===== src/rtl/axi_rd_arbiter.sv =====
`default_nettype none
// ============================================================================
// Module      : axi_rd_arbiter
// Description : Shares one AXI4 read master between the BSR weight DMA
//               (port 0) and the activation DMA (port 1). AR requests are
//               granted round-robin and stamped with a per-port ID. R beats
//               are steered back to the owning port by RID. Outstanding
//               bursts are tracked per port.
// Options     : AXI_RD_ARB_PERF_EN adds grant and contention counters.
// Revision    : 1.0 - initial release
// ============================================================================
module axi_rd_arbiter #(
  parameter int AXI_ADDR_W      = 32,
  parameter int AXI_DATA_W      = 64,
  parameter int AXI_ID_W        = 4,
  parameter int S0_ID           = 0,
  parameter int S1_ID           = 1,
  parameter int MAX_OUTSTANDING = 4
) (
  input  logic                  clk,
  input  logic                  rst_n,
  input  logic                  err_clr,
  output logic                  busy,
  output logic                  rd_id_error,
  // Port 0 (BSR weight DMA)
  input  logic [AXI_ADDR_W-1:0] s0_araddr,
  input  logic [7:0]            s0_arlen,
  input  logic [2:0]            s0_arsize,
  input  logic [1:0]            s0_arburst,
  input  logic                  s0_arvalid,
  output logic                  s0_arready,
  output logic [AXI_DATA_W-1:0] s0_rdata,
  output logic [1:0]            s0_rresp,
  output logic                  s0_rlast,
  output logic                  s0_rvalid,
  input  logic                  s0_rready,
  // Port 1 (activation DMA)
  input  logic [AXI_ADDR_W-1:0] s1_araddr,
  input  logic [7:0]            s1_arlen,
  input  logic [2:0]            s1_arsize,
  input  logic [1:0]            s1_arburst,
  input  logic                  s1_arvalid,
  output logic                  s1_arready,
  output logic [AXI_DATA_W-1:0] s1_rdata,
  output logic [1:0]            s1_rresp,
  output logic                  s1_rlast,
  output logic                  s1_rvalid,
  input  logic                  s1_rready,
  // Shared master
  output logic [AXI_ID_W-1:0]   m_axi_arid,
  output logic [AXI_ADDR_W-1:0] m_axi_araddr,
  output logic [7:0]            m_axi_arlen,
  output logic [2:0]            m_axi_arsize,
  output logic [1:0]            m_axi_arburst,
  output logic                  m_axi_arvalid,
  input  logic                  m_axi_arready,
  input  logic [AXI_ID_W-1:0]   m_axi_rid,
  input  logic [AXI_DATA_W-1:0] m_axi_rdata,
  input  logic [1:0]            m_axi_rresp,
  input  logic                  m_axi_rlast,
  input  logic                  m_axi_rvalid,
  output logic                  m_axi_rready
`ifdef AXI_RD_ARB_PERF_EN
  ,
  output logic [31:0]           perf_grant0,
  output logic [31:0]           perf_grant1,
  output logic [31:0]           perf_contend
`endif
);

  localparam int                 CNT_W   = $clog2(MAX_OUTSTANDING + 1);
  localparam logic [CNT_W-1:0]   MAX_CNT = CNT_W'(MAX_OUTSTANDING);
  localparam logic [AXI_ID_W-1:0] ID0    = AXI_ID_W'(S0_ID);
  localparam logic [AXI_ID_W-1:0] ID1    = AXI_ID_W'(S1_ID);

  typedef enum logic [0:0] {
    ARB_IDLE   = 1'b0,
    ARB_LOCKED = 1'b1
  } arb_state_t;

  arb_state_t       r_state;
  logic             r_grant;
  logic             r_last_grant;
  logic [CNT_W-1:0] r_out0;
  logic [CNT_W-1:0] r_out1;
  logic             r_err;

  logic w_locked, w_elig0, w_elig1, w_ar_hs, w_inc0, w_inc1;
  logic w_hit0, w_hit1, w_bad, w_last0, w_last1, w_dec0, w_dec1, w_err_set;

  // Up/down counter step; a simultaneous increment and decrement cancel out.
  function automatic logic [CNT_W-1:0] next_cnt(input logic [CNT_W-1:0] c,
                                                input logic inc, input logic dec);
    logic [CNT_W-1:0] n;
    n = c;
    if (inc && !dec)      n = c + CNT_W'(1);
    else if (dec && !inc) n = c - CNT_W'(1);
    return n;
  endfunction

  assign w_locked = (r_state == ARB_LOCKED);
  assign w_elig0  = s0_arvalid && (r_out0 < MAX_CNT);
  assign w_elig1  = s1_arvalid && (r_out1 < MAX_CNT);

  // AR channel is a pure mux of the granted port while locked
  assign m_axi_arid    = r_grant ? ID1 : ID0;
  assign m_axi_araddr  = r_grant ? s1_araddr  : s0_araddr;
  assign m_axi_arlen   = r_grant ? s1_arlen   : s0_arlen;
  assign m_axi_arsize  = r_grant ? s1_arsize  : s0_arsize;
  assign m_axi_arburst = r_grant ? s1_arburst : s0_arburst;
  assign m_axi_arvalid = w_locked && (r_grant ? s1_arvalid : s0_arvalid);
  assign s0_arready    = w_locked && !r_grant && m_axi_arready;
  assign s1_arready    = w_locked &&  r_grant && m_axi_arready;

  assign w_ar_hs = m_axi_arvalid && m_axi_arready;
  assign w_inc0  = w_ar_hs && !r_grant;
  assign w_inc1  = w_ar_hs &&  r_grant;

  // R channel: payload fans out to both ports, only rvalid is qualified by RID.
  // Unknown RIDs are drained so a stray beat cannot stall the interconnect.
  assign w_hit0       = (m_axi_rid == ID0);
  assign w_hit1       = (m_axi_rid == ID1);
  assign s0_rdata     = m_axi_rdata;
  assign s0_rresp     = m_axi_rresp;
  assign s0_rlast     = m_axi_rlast;
  assign s0_rvalid    = m_axi_rvalid && w_hit0;
  assign s1_rdata     = m_axi_rdata;
  assign s1_rresp     = m_axi_rresp;
  assign s1_rlast     = m_axi_rlast;
  assign s1_rvalid    = m_axi_rvalid && w_hit1;
  assign m_axi_rready = w_hit0 ? s0_rready : (w_hit1 ? s1_rready : 1'b1);

  // A last beat with no burst outstanding is forwarded but flagged and not counted
  assign w_bad     = m_axi_rvalid && !w_hit0 && !w_hit1;
  assign w_last0   = s0_rvalid && s0_rready && m_axi_rlast;
  assign w_last1   = s1_rvalid && s1_rready && m_axi_rlast;
  assign w_dec0    = w_last0 && (r_out0 != '0);
  assign w_dec1    = w_last1 && (r_out1 != '0);
  assign w_err_set = w_bad || (w_last0 && (r_out0 == '0)) || (w_last1 && (r_out1 == '0));

  assign busy        = w_locked || (r_out0 != '0) || (r_out1 != '0);
  assign rd_id_error = r_err;

  // Grant FSM and per-port outstanding counters
  always_ff @(posedge clk or negedge rst_n) begin
    if (!rst_n) begin
      r_state      <= ARB_IDLE;
      r_grant      <= 1'b0;
      r_last_grant <= 1'b1;
      r_out0       <= '0;
      r_out1       <= '0;
    end else begin
      case (r_state)
        ARB_IDLE: begin
          if (w_elig0 || w_elig1) begin
            r_grant <= (w_elig0 && w_elig1) ? !r_last_grant : w_elig1;
            r_state <= ARB_LOCKED;
          end
        end
        ARB_LOCKED: begin
          if (w_ar_hs) begin
            r_last_grant <= r_grant;
            r_state      <= ARB_IDLE;
          end
        end
        default: r_state <= ARB_IDLE;
      endcase
      r_out0 <= next_cnt(r_out0, w_inc0, w_dec0);
      r_out1 <= next_cnt(r_out1, w_inc1, w_dec1);
    end
  end

  // Sticky error flag; a new error outranks a clear in the same cycle
  always_ff @(posedge clk or negedge rst_n) begin
    if (!rst_n)         r_err <= 1'b0;
    else if (w_err_set) r_err <= 1'b1;
    else if (err_clr)   r_err <= 1'b0;
  end

`ifdef AXI_RD_ARB_PERF_EN
  // Saturating grant and contention counters
  always_ff @(posedge clk or negedge rst_n) begin
    if (!rst_n) begin
      perf_grant0  <= '0;
      perf_grant1  <= '0;
      perf_contend <= '0;
    end else begin
      if (w_inc0 && perf_grant0 != 32'hFFFF_FFFF) perf_grant0 <= perf_grant0 + 32'd1;
      if (w_inc1 && perf_grant1 != 32'hFFFF_FFFF) perf_grant1 <= perf_grant1 + 32'd1;
      if (!w_locked && w_elig0 && w_elig1 && perf_contend != 32'hFFFF_FFFF)
        perf_contend <= perf_contend + 32'd1;
    end
  end
`endif

endmodule
`default_nettype wire


===== config.mk =====
export PLATFORM = sky130hd
export DESIGN_NAME = axi_rd_arbiter
export DESIGN_NICKNAME = d
export VERILOG_FILES = /design/src/rtl/axi_rd_arbiter.sv
export SDC_FILE = /design/constraint.sdc
export NUM_CORES = 1
export LEC_CHECK = 0
export ABC_AREA = 1
export ABC_CLOCK_PERIOD_IN_PS = 6510
export BUFFER_PORTS_ARGS = -buffer_cell sky130_fd_sc_hd__buf_2
export CORE_AREA = 2 2 139 141
export DETAILED_ROUTE_END_ITERATION = 10
export DIE_AREA = 0 0 141 143
export PLACE_DENSITY = 0.5
export REMOVE_ABC_BUFFERS = 1
export SKIP_CTS_REPAIR_TIMING = 1
export SYNTH_ARGS = -nofsm -noshare
export SYNTH_HDL_FRONTEND = slang
export SYNTH_SLANG_ARGS = --single-unit

===== constraint.sdc =====
create_clock -name clk -period 6.51 [get_ports clk]
set_clock_uncertainty 0.2 [all_clocks]
set_input_delay 0.651 -clock clk [delete_from_list [all_inputs] [get_ports clk]]
set_output_delay 0.651 -clock clk [all_outputs]
set_load 0.01 [all_outputs]

==> results.yml <==
run_status:
  status: "finished clean"
die:
  initial_core_util_pct: 12.2
  fp.dieH_um: 143
  io_pins: 361
  die_w_um: 141
  die_area_mm2: 0.0202
  std_cell_rows: 50
  core-area_mm2: 0.0186
clock_network:
  clkTransAtPathRegs_ns: 0.04
  cts_tree: "yes"
  clkLatencyLatePin_ns: 0.23
  clk_path_buf_depth: 2
  htree_levels: 1
  clock-root-buffer: "clkbuf_16"
  numClockSinks: 10
  cts_buffers: 3
sta:
  slew-limit-headroom_pct: 36.9
  max_freq_mhz: 296
  tightest_slew_ns: 0.947
  final-hold-violation-count: 0
  timing.final.crit_share_pct: 51.9
  drv_slew: 0
  setup_viol: 0
  rsz0062_at_grt: "no"
  fin_crit_ns: 3.38
  finalSetupTns_ns: 0
global_route:
  grt_usage_pct: 17.3
  grt_pass1_vias: 1900
  grt_pass1_wl_mm: 22.1
  overflow: 0
  antenna_found_initial: 0
  grt_start_max_net_pins: 51
synth:
  synth_top_area_share_pct: 47.3
  ys_warn_count: 0
  ys_top_cells_by_area: "buf_4 47%, nand2_1 24%, dfrtp_1 9.9%"
  synth_edf_count: 0
  synth_top_area_cell: "buf_4"
  ys_async_sr_fraction_pct: 100
  synthCells: 369
  synth_cell_types: 25
  synth_area_per_cell_um2: 6.15
  ys_ff_latch: 10
  ys.flop_type: "dfrtp_1"
  netlist_area_mm2: 0.00227
  yosysSeqAreaShare_pct: 11.1
setup_path:
  required_ns: 6.47
  critPathCaptureType: "register"
  cp_data_arrival_time_ns: 3.34
  crit_fanout: 50
  cp-start-kind: "register"
  crit_type: "register to register"
route:
  vias: 2284
  wire_per_inst_um: 30.1
  drt-pass1-iter-count: 4
  first_iter_violations: 144
  drc: 0
  wirelength_mm: 18.6
  viasPerCell: 3.68
  antenna_left: 0
power:
  p_per_area_mw_per_mm2: 332
  power_w: 0.000781
  p_leak_nw: 1.41
  peakVddDrop_uv: 126
cells_and_area:
  area_growth_pct: 3.69
  diodes: 0
  multiInputGateArea_um2: 865
  final_cells: 620
  fillCellCount: 2166
  drive_above_1_share_pct: 44.0
  layout.nets: 561
  seqCellArea_um2: 253
  design_area_mm2: 0.00235
placed_design:
  dp.final_hpwl_mm: 16.8
  io_buffers: 159
  dpl_cell_area_mm2: 0.00227
  gp_congestion: 0.864
  dp.cells: 616
worst_hold_path:
  hold_path_class: "input port to async pin"
run:
  maxCapViolCount: 0
sequential cells by signal, indices dropped and copies added, names as in the netlist:
signal,cells
rd_id_error,1
r_out0,3
r_grant,1
r_out1,3
r_state,1
r_last_grant,1
cells in the final DEF (no fill, tap or decap), drive strengths merged:
master,synthesis,final
a21oi,4,4
buf,146,159
clkbuf,2,4
conb,1,3
dfrtp,9,9
dfstp,1,1
fa,2,2
ha,2,2
inv,16,16
mux2,2,2
nand2,149,149
nand3,8,8
nand3b,2,2
nand4,1,1
nor2,11,11
nor3,5,5
o21ai,3,3
or2,1,1
xnor2,2,2
xor2,2,2
Yosys cell counts (all sizes together), types with 2 or more instances:
cell	n
nand2	149
xnor2	2
ha	2
clkbuf	2
nand3	8
xor2	2
nand3b	2
dfrtp	9
fa	2
inv	16
nor3	5
buf	146
a21oi	4
mux2	2
o21ai	3
nor2	11
power breakdown:
group          internal (W)  total [W]  switching (W)  leakage (nW)
Sequential        0.0000934   0.000165      0.0000716         0.113
Combinational      0.000205   0.000495       0.000291          1.25
Clock             0.0000923   0.000121      0.0000283        0.0442
Total              0.000390   0.000781       0.000391          1.41
final timing paths:
check | start | end | slack [ns] | cells after the start
max in group asynchronous | rst_n | r_last_grant$_DFFE_PN1P_ | 5.78 | 1
setup / recovery | r_grant$_DFFE_PN0P_ | r_out1[2]$_DFFE_PN0P_ | 3.13 | 11
min in group clk | r_last_grant$_DFFE_PN1P_ | r_last_grant$_DFFE_PN1P_ | 0.28 | 2
setup reg to reg | r_grant$_DFFE_PN0P_ | r_out1[2]$_DFFE_PN0P_ | 3.13 | 11
hold reg to reg | r_last_grant$_DFFE_PN1P_ | r_last_grant$_DFFE_PN1P_ | 0.28 | 2
hold / removal | rst_n | r_out0[2]$_DFFE_PN0P_ | 0.07 | 1
area by class of cell:
class,count,share of cell area [%]
multi-input combinational,197,36.7
timing repair buffer,159,33.8
tap,234,12.4
sequential,10,10.7
clock buffer,4,3.77
inverter,16,2.55
stage by stage:
stage	setup slack, ns	utilization [%]	hold WS [ns]
finish	3.13	12.7	0.0717
global route	2.81	12.7	0.0860
CTS	3.04	12.7	0.0800
detailed placement	3.04	12.2	0.269
global placement	3.10	12.2	0.272
floorplan	3.17	-	0.155
routing by layer:
layer / GRT usage, % / wire (um) / up-vias / share of wire, %
met4: 1.68 / 133 / 6 / 0.71
met5: 9.77 / 259 / - / 1.4
li1: - / - / 1005 / -
met3: 22.1 / 4840 / 18 / 26
met2: 30.0 / 9130 / 373 / 49
met1: 11.0 / 4270 / 882 / 23
worst max-delay path: stages (launching register included):
cell,delay [ns]
dfrtp_2,0.74
inv_2,0.77
nand3_1,0.14
nand2_1,0.14
nand2_2,0.09
nor2_1,0.10
ha_1,0.16
inv_1,0.06
fa_1,0.37
or2_2,0.30
nand2_1,0.08
xor2_1,0.14
cells by family (layout without fill, tap and decap cells):
family,Yosys count,count (layout),synth area share [%]
AND/OR/NAND/NOR,177,177,30.6
buffers and inverters,164,179,51.2
flip-flops,10,10,11.1
AO/OA/AOI/OAI,7,7,1.54
adder cells (fa/ha/maj),4,4,2.86
XOR/XNOR,4,4,1.54
multiplexers,2,2,0.992
other,1,3,0.165
(Power assumes the default switching activity.)
